==> config.mk <==
export PLATFORM = sky130hd
export DESIGN_NAME = adder_bist_flat
export DESIGN_NICKNAME = d
export VERILOG_FILES = /design/src/rtl/adder_bist_pkg.sv /design/src/rtl/adder_bist_if.sv /design/src/rtl/adder_bist_operand_sweep.sv /design/src/rtl/adder_bist.sv /design/src/flat_wrapper.sv
export SDC_FILE = /design/constraint.sdc
export NUM_CORES = 1
export LEC_CHECK = 0
export BUFFER_PORTS_ARGS = -buffer_cell sky130_fd_sc_hd__buf_2
export CAP_MARGIN = 20
export CORE_MARGIN = 1.5
export CORE_UTILIZATION = 54
export CTS_CLUSTER_DIAMETER = 40
export DETAILED_ROUTE_END_ITERATION = 12
export PLACE_DENSITY = 0.87
export SLEW_MARGIN = 10
export SYNTH_ARGS = -nofsm -noshare
export SYNTH_HDL_FRONTEND = slang
export SYNTH_HIERARCHICAL = 1
export SYNTH_SLANG_ARGS = --single-unit
==> constraint.sdc <==
create_clock -name clk -period 2.6 [get_ports clk]
set_input_delay 0 -clock clk [delete_from_list [all_inputs] [get_ports clk]]
set_output_delay 0 -clock clk [all_outputs]
set_load 0.02 [all_outputs]
==> src/rtl/adder_bist_pkg.sv <==
// Shared types and helpers for the adder BIST sequencer.
package adder_bist_pkg;

  typedef enum logic [1:0] {
    ST_IDLE   = 2'd0,
    ST_SETTLE = 2'd1,
    ST_CHECK  = 2'd2,
    ST_DONE   = 2'd3
  } state_e;

  localparam int DEF_WIDTH  = 4;
  localparam int DEF_SETTLE = 1;

  // Expected adder result: the carry out is discarded, so the sum wraps.
  function automatic int unsigned mod_sum(int unsigned a, int unsigned b, int width);
    int unsigned mask;
    mask = (32'd1 << width) - 32'd1;
    return (a + b) & mask;
  endfunction

endpackage

==> src/rtl/adder_bist_if.sv <==
// Operand/result bus between the BIST sequencer (master) and the adder under test (slave).
interface adder_bist_if
  import adder_bist_pkg::*;
#(
  parameter int WIDTH = DEF_WIDTH
);
  logic [WIDTH-1:0] a_out;
  logic [WIDTH-1:0] b_out;
  logic [WIDTH-1:0] sum_in;

  modport master (output a_out, output b_out, input sum_in);
  modport slave  (input a_out, input b_out, output sum_in);
endinterface

==> src/rtl/adder_bist_operand_sweep.sv <==
// Nested operand counter: j is the inner index, i advances when j wraps.
module operand_sweep
  import adder_bist_pkg::*;
#(
  parameter int WIDTH = DEF_WIDTH
) (
  input  logic             clk,
  input  logic             rst,
  input  logic             clear,
  input  logic             advance,
  output logic [WIDTH-1:0] i,
  output logic [WIDTH-1:0] j,
  output logic             last
);

  logic [WIDTH-1:0] i_q, i_d;
  logic [WIDTH-1:0] j_q, j_d;

  // Next operand pair: clear wins over advance; i steps only on j wrap.
  always_comb begin
    i_d = i_q;
    j_d = j_q;
    if (clear) begin
      i_d = '0;
      j_d = '0;
    end else if (advance) begin
      j_d = j_q + 1'b1;
      if (j_q == '1) begin
        i_d = i_q + 1'b1;
      end
    end
  end

  // Operand registers drive the adder directly.
  always_ff @(posedge clk) begin
    if (rst) begin
      i_q <= '0;
      j_q <= '0;
    end else begin
      i_q <= i_d;
      j_q <= j_d;
    end
  end

  assign i    = i_q;
  assign j    = j_q;
  assign last = (i_q == '1) && (j_q == '1);

endmodule

==> src/rtl/adder_bist.sv <==
// Exhaustive on-chip check of a WIDTH-bit adder: sweeps all operand pairs,
// waits SETTLE cycles per pair, compares the modular sum and logs failures.
module adder_bist
  import adder_bist_pkg::*;
#(
  parameter int WIDTH  = DEF_WIDTH,
  parameter int SETTLE = DEF_SETTLE
) (
  input  logic               clk,
  input  logic               rst,
  input  logic               start,
  adder_bist_if.master       bus,
  output logic               busy,
  output logic               done,
  output logic               pass,
  output logic [2*WIDTH:0]   err_count,
  output logic               fail_valid,
  output logic [WIDTH-1:0]   fail_a,
  output logic [WIDTH-1:0]   fail_b,
  output logic [WIDTH-1:0]   fail_sum
);

  localparam int CNT_W = (SETTLE > 1) ? $clog2(SETTLE) : 1;
  localparam logic [CNT_W-1:0] CNT_LOAD = CNT_W'(SETTLE - 1);
  // All-fail count (2^(2*WIDTH)) is also the saturation ceiling.
  localparam logic [2*WIDTH:0] ERR_MAX  = {1'b1, {(2*WIDTH){1'b0}}};

  state_e           state_q, state_d;
  logic [CNT_W-1:0] cnt_q, cnt_d;
  logic [2*WIDTH:0] err_q, err_d, err_next;
  logic             pass_q, pass_d;
  logic             fv_q, fv_d;
  logic [WIDTH-1:0] fa_q, fa_d;
  logic [WIDTH-1:0] fb_q, fb_d;
  logic [WIDTH-1:0] fs_q, fs_d;

  logic             sweep_clear;
  logic             sweep_adv;
  logic [WIDTH-1:0] op_i;
  logic [WIDTH-1:0] op_j;
  logic             op_last;
  logic             mismatch;

  operand_sweep #(.WIDTH(WIDTH)) u_sweep (
    .clk     (clk),
    .rst     (rst),
    .clear   (sweep_clear),
    .advance (sweep_adv),
    .i       (op_i),
    .j       (op_j),
    .last    (op_last)
  );

  assign mismatch = (bus.sum_in != WIDTH'(mod_sum(32'(op_i), 32'(op_j), WIDTH)));

  // Sequencer next-state and result bookkeeping.
  always_comb begin
    state_d     = state_q;
    cnt_d       = cnt_q;
    err_d       = err_q;
    err_next    = err_q;
    pass_d      = pass_q;
    fv_d        = fv_q;
    fa_d        = fa_q;
    fb_d        = fb_q;
    fs_d        = fs_q;
    sweep_clear = 1'b0;
    sweep_adv   = 1'b0;

    case (state_q)
      ST_IDLE, ST_DONE: begin
        if (start) begin
          state_d     = ST_SETTLE;
          cnt_d       = CNT_LOAD;
          err_d       = '0;
          pass_d      = 1'b0;
          fv_d        = 1'b0;
          fa_d        = '0;
          fb_d        = '0;
          fs_d        = '0;
          sweep_clear = 1'b1;
        end
      end
      ST_SETTLE: begin
        if (cnt_q == '0) begin
          state_d = ST_CHECK;
        end else begin
          cnt_d = cnt_q - 1'b1;
        end
      end
      ST_CHECK: begin
        if (mismatch) begin
          if (err_q != ERR_MAX) begin
            err_next = err_q + 1'b1;
          end
          if (!fv_q) begin
            fv_d = 1'b1;
            fa_d = op_i;
            fb_d = op_j;
            fs_d = bus.sum_in;
          end
        end
        err_d = err_next;
        if (op_last) begin
          // The final pair's result is folded into pass on the same edge.
          state_d = ST_DONE;
          pass_d  = (err_next == '0);
        end else begin
          state_d   = ST_SETTLE;
          cnt_d     = CNT_LOAD;
          sweep_adv = 1'b1;
        end
      end
      default: state_d = ST_IDLE;
    endcase
  end

  // State and result registers; reset clears everything, aborting any sweep.
  always_ff @(posedge clk) begin
    if (rst) begin
      state_q <= ST_IDLE;
      cnt_q   <= '0;
      err_q   <= '0;
      pass_q  <= 1'b0;
      fv_q    <= 1'b0;
      fa_q    <= '0;
      fb_q    <= '0;
      fs_q    <= '0;
    end else begin
      state_q <= state_d;
      cnt_q   <= cnt_d;
      err_q   <= err_d;
      pass_q  <= pass_d;
      fv_q    <= fv_d;
      fa_q    <= fa_d;
      fb_q    <= fb_d;
      fs_q    <= fs_d;
    end
  end

  assign bus.a_out  = op_i;
  assign bus.b_out  = op_j;
  assign busy       = (state_q == ST_SETTLE) || (state_q == ST_CHECK);
  assign done       = (state_q == ST_DONE);
  assign pass       = pass_q;
  assign err_count  = err_q;
  assign fail_valid = fv_q;
  assign fail_a     = fa_q;
  assign fail_b     = fb_q;
  assign fail_sum   = fs_q;

endmodule

==> src/flat_wrapper.sv <==
// flat-port wrapper written by rule: the top's interface ports become plain ports
module adder_bist_flat import adder_bist_pkg::*;
#(
  parameter int WIDTH  = DEF_WIDTH,
  parameter int SETTLE = DEF_SETTLE
)
  (clk, rst, start, busy, done, pass, err_count, fail_valid, fail_a, fail_b, fail_sum, bus_a_out, bus_b_out, bus_sum_in);
  adder_bist_if #(.WIDTH(WIDTH)) bus_i ();
  input  logic clk;
  input  logic rst;
  input  logic start;
  output logic busy;
  output logic done;
  output logic pass;
  output logic [2*WIDTH:0] err_count;
  output logic fail_valid;
  output logic [WIDTH-1:0] fail_a;
  output logic [WIDTH-1:0] fail_b;
  output logic [WIDTH-1:0] fail_sum;
  output wire logic [$bits(bus_i.a_out)-1:0] bus_a_out;
  output wire logic [$bits(bus_i.b_out)-1:0] bus_b_out;
  input wire logic [$bits(bus_i.sum_in)-1:0] bus_sum_in;
  assign bus_a_out = bus_i.a_out;
  assign bus_b_out = bus_i.b_out;
  assign bus_i.sum_in = bus_sum_in;
  adder_bist #(.WIDTH(WIDTH), .SETTLE(SETTLE)) u_core (.clk(clk), .rst(rst), .start(start), .bus(bus_i), .busy(busy), .done(done), .pass(pass), .err_count(err_count), .fail_valid(fail_valid), .fail_a(fail_a), .fail_b(fail_b), .fail_sum(fail_sum));
endmodule
==> impl_metrics.csv <==
group,metric,value,unit
timing,setup_viol,0,
detailed_routing,first_pass_iters,4,
detailed_routing,ant_nets,0,
timing,final_hold_viol_count,0,
detailed_routing,vias,1919,
worst_setup_path,startpoint_type,"register",
detailed_routing,routedWlPerCell,14.7,um
global_routing,grt_use_total,0.256,
detailed_routing,viasPerCell,5.85,
clock_network,cts.sinks,33,
worst_setup_path,cp.required,2.85,ns
floorplan,row_count,21,
worst_setup_path,cp_cell_sequence,"inv_1 -> fa_1 -> xor3_1 -> o2111ai_4 -> buf_4 -> a21o_1 -> a311oi_1",
detailed_routing,drt_iter0_markers,213,
clock_network,clk_pin_slew,0.10,ns
place,dp_hpwl,3.39,mm
timing,tightest_slew,0.798,ns
layout,diodes,0,
detailed_routing,routed_wl,4.83,mm
pwr,netSwitchingFraction,0.300,
timing,finalCritPeriodShare,0.930,
place,numPortBuffers,39,
clock_network,post_cts_buffers,0,
synthesis,yosysSeqAreaShare,0.347,
timing,finClkSkew,0.00421,ns
floorplan,die_h,62.4,um
pwr,power_leakage,0.000983,uW
worst_hold_path,min-delay-start,"rst",
synthesis,synth_edf_count,0,
pwr,p_int,664,uW
place,dp.cells,315,
clock_network,clock_latency,0.34,ns
global_routing,overflow,0,
synthesis,synth_cell_type_count,46,
floorplan,io_pins,40,
clock_network,cts-htree-levels,2,
layout,syn_to_final_growth,21.5,%
synthesis,synth_cells,231,
synthesis,async_flop_share,0,
pwr,p_seq_frac,0.547,
worst_setup_path,r2r-start,"u_core/u_sweep/i[1]",
timing,slew_headroom,0.462,
layout,nNetsFinal,299,
worst_setup_path,reg2reg_slack,0.18,ns
layout,final_area,2310,sq um
worst_setup_path,crit_path_top_delay_cell,"xor3_1",
timing,fin_setup_tns,0,ns
floorplan,die-area,3890,sq um
synthesis,synth_top_area_cell,"dfxtp_1",
global_routing,grt_max_degree,28,
worst_setup_path,worst-path-buf-inv,2,
place,placed_cell_area,2190,sq um
worst_setup_path,worstPathArrival,2.67,ns
timing,setup_ws,0.182,ns
global_routing,grt_pass1_wl,7.94,mm
worst_hold_path,hold_path_depth,2,
floorplan,start_util,0.567,
clock_network,cts.path.max_buffers,2,
worst_setup_path,r2r-end,"u_core/err_count[6]",
floorplan,die_w,62.4,um
synthesis,yosysWarnings,6,
synthesis,synth_area,1910,sq um
synthesis,synth_area_leaders,"dfxtp_1, a21oi_1, ha_1, o21ai_0, nand4_1",
synthesis,yosysTopAreaCellShare,0.347,
run_status,status,"completed",
timing,fmax,414,MHz
clock_network,cts_root_buf,"clkbuf_4",
place,place_ws,0.217,ns
synthesis,ys.flop_type,"dfxtp_1",
pwr,ir_worst_vdd,357,uV
global_routing,antenna_found_initial,0,
worst_hold_path,hold_path_end,"u_core/state_q[1]",
floorplan,core,3360,sq um
place,gp_congestion,0.879,
timing,min_period,2.42,ns
global_routing,grt_pass1_vias,1737,
clock_network,cts_buffers,5,
pwr,power_density,410,nW/um^2
layout,final_cell_mix,"buf_2, dfxtp_1, a21oi_1, o21ai_0, nand2_1",
pwr,clockPowerShare,0.298,
worst_setup_path,endpoint_kind,"register",
job,maxCapViolCount,0,
detailed_routing,route.detailed.drc,0,
worst_setup_path,worstRegToRegCells,7,
synthesis,syn-num-nets,249,
worst_setup_path,path_depth,7,
timing,rsz0062_at_grt,"false",
worst_hold_path,hp-class,"in2reg",
timing,hold_slack,0.0897,ns
worst_setup_path,path_max_fanout,13,
clock_network,cts_tree,"done",
synthesis,synth_area_per_cell,8.25,sq um
pwr,combPwrFrac,0.155,
timing,maxSlewViolCount,0,
worst_setup_path,cp_top_family,"compound AO/OA/AOI/OAI gates",
worst_setup_path,crit_type,"reg2reg",
worst_setup_path,crit_path_max_incr_delay,0.46,ns
layout,fin_cells,328,
layout,final_common_cell,"buf_2",
pwr,p_switching,284,uW
synthesis,ys_ff_latch,33,
layout,drive_gt1_frac,0.238,
-- through the flow --
| step | power, uW | utilization |
|---|---|---|
| final | 948 | 0.688 |
| after global routing | 1000 | 0.688 |
| after CTS | 954 | 0.683 |
| after detailed placement | 667 | 0.652 |
| after global placement | 664 | 0.652 |
| after floorplan | 627 | - |
-- worst max path at each step --
stage	startpoint	end	slack, ns
global route	u_core/u_sweep/j[0]	u_core/fail_a[0]	0.01
global placement	u_core/u_sweep/i[1]	u_core/pass	0.25
CTS	u_core/u_sweep/j[0]	u_core/pass	0.17
finish	u_core/u_sweep/i[1]	u_core/err_count[6]	0.18
detailed placement	u_core/u_sweep/j[0]	u_core/pass	0.22
floorplan	u_core/u_sweep/j[0]	u_core/pass	0.11
-- registers in the layout (all words and copies together) (netlist names) --
| name | cells |
|---|---|
| u_core/state_q | 2 |
| u_core/fail_b | 4 |
| u_core/fail_a | 4 |
| u_core/err_count | 9 |
| u_core/u_sweep/j | 4 |
| u_core/fail_sum | 4 |
| u_core/u_sweep/i | 4 |
| u_core/fail_valid | 1 |
| u_core/pass | 1 |
-- Yosys cell counts (2+ instances only) --
library cell	count
nand2_1	16
nand4_1	11
or4_1	2
a21boi_0	2
mux2i_1	3
and2_1	2
dfxtp_1	33
xor2_1	5
nand3_1	5
o211ai_1	2
nor3_1	4
buf_2	2
inv_1	12
clkbuf_1	10
ha_1	10
and3_1	3
o21ai_0	22
nor2_1	15
xnor2_1	4
or3_1	6
nor2b_1	2
a31oi_1	3
a21oi_1	33
a211oi_1	2
-- worst reg2reg max path: stages (launching register included) --
cell and delay [ns]:
dfxtp_1 0.45, inv_1 0.10, fa_1 0.43, xor3_1 0.46, o2111ai_4 0.24, buf_4 0.25
a21o_1 0.15, a311oi_1 0.26
-- per-layer routing --
metal	track usage	up-vias	wire, um
li1	-	933	-
met1	0.289	915	2000
met2	0.456	62	2450
met3	0.0703	9	285
met4	0.100	0	103
met5	0	-	0
-- kinds of logic after synthesis --
kind of cell               Yosys count  synth area share
muxes                                3            0.0158
and+or+nand+nor                     77             0.223
adders and majority gates           11            0.0762
buffers and inverters               24            0.0486
xor gates and xnor gates            11            0.0670
DFF                                 33             0.347
AOI/OAI and AO/OA                   72             0.223
-- power groups by stage --
stage | clock network (uW) | registers [uW] | logic (uW)
final | 282 | 518 | 147
after global routing | 319 | 520 | 163
after CTS | 292 | 519 | 144
after detailed placement | 0 | 530 | 137
after global placement | 0 | 530 | 134
after floorplan | 0 | 533 | 94.5
-- repair_timing --
action                     4_1_cts  5_1_grt
gates resized for setup          0        3
hold buffers                     5        0
setup endpoints to repair        0        3
hold endpoints to repair         5        0
-- area by class of cell --
type / instances / area (sq um)
Multi-Input combinational cell: 174 / 1170
Fill cell: 297 / 1050
Sequential cell: 33 / 661
Timing Repair Buffer: 55 / 328
Tap cell: 46 / 57.6
Inverter: 12 / 45.0
Clock buffer: 5 / 37.5
Clock inverter: 3 / 17.5
Note: power is estimated with default switching activity, not from simulation.
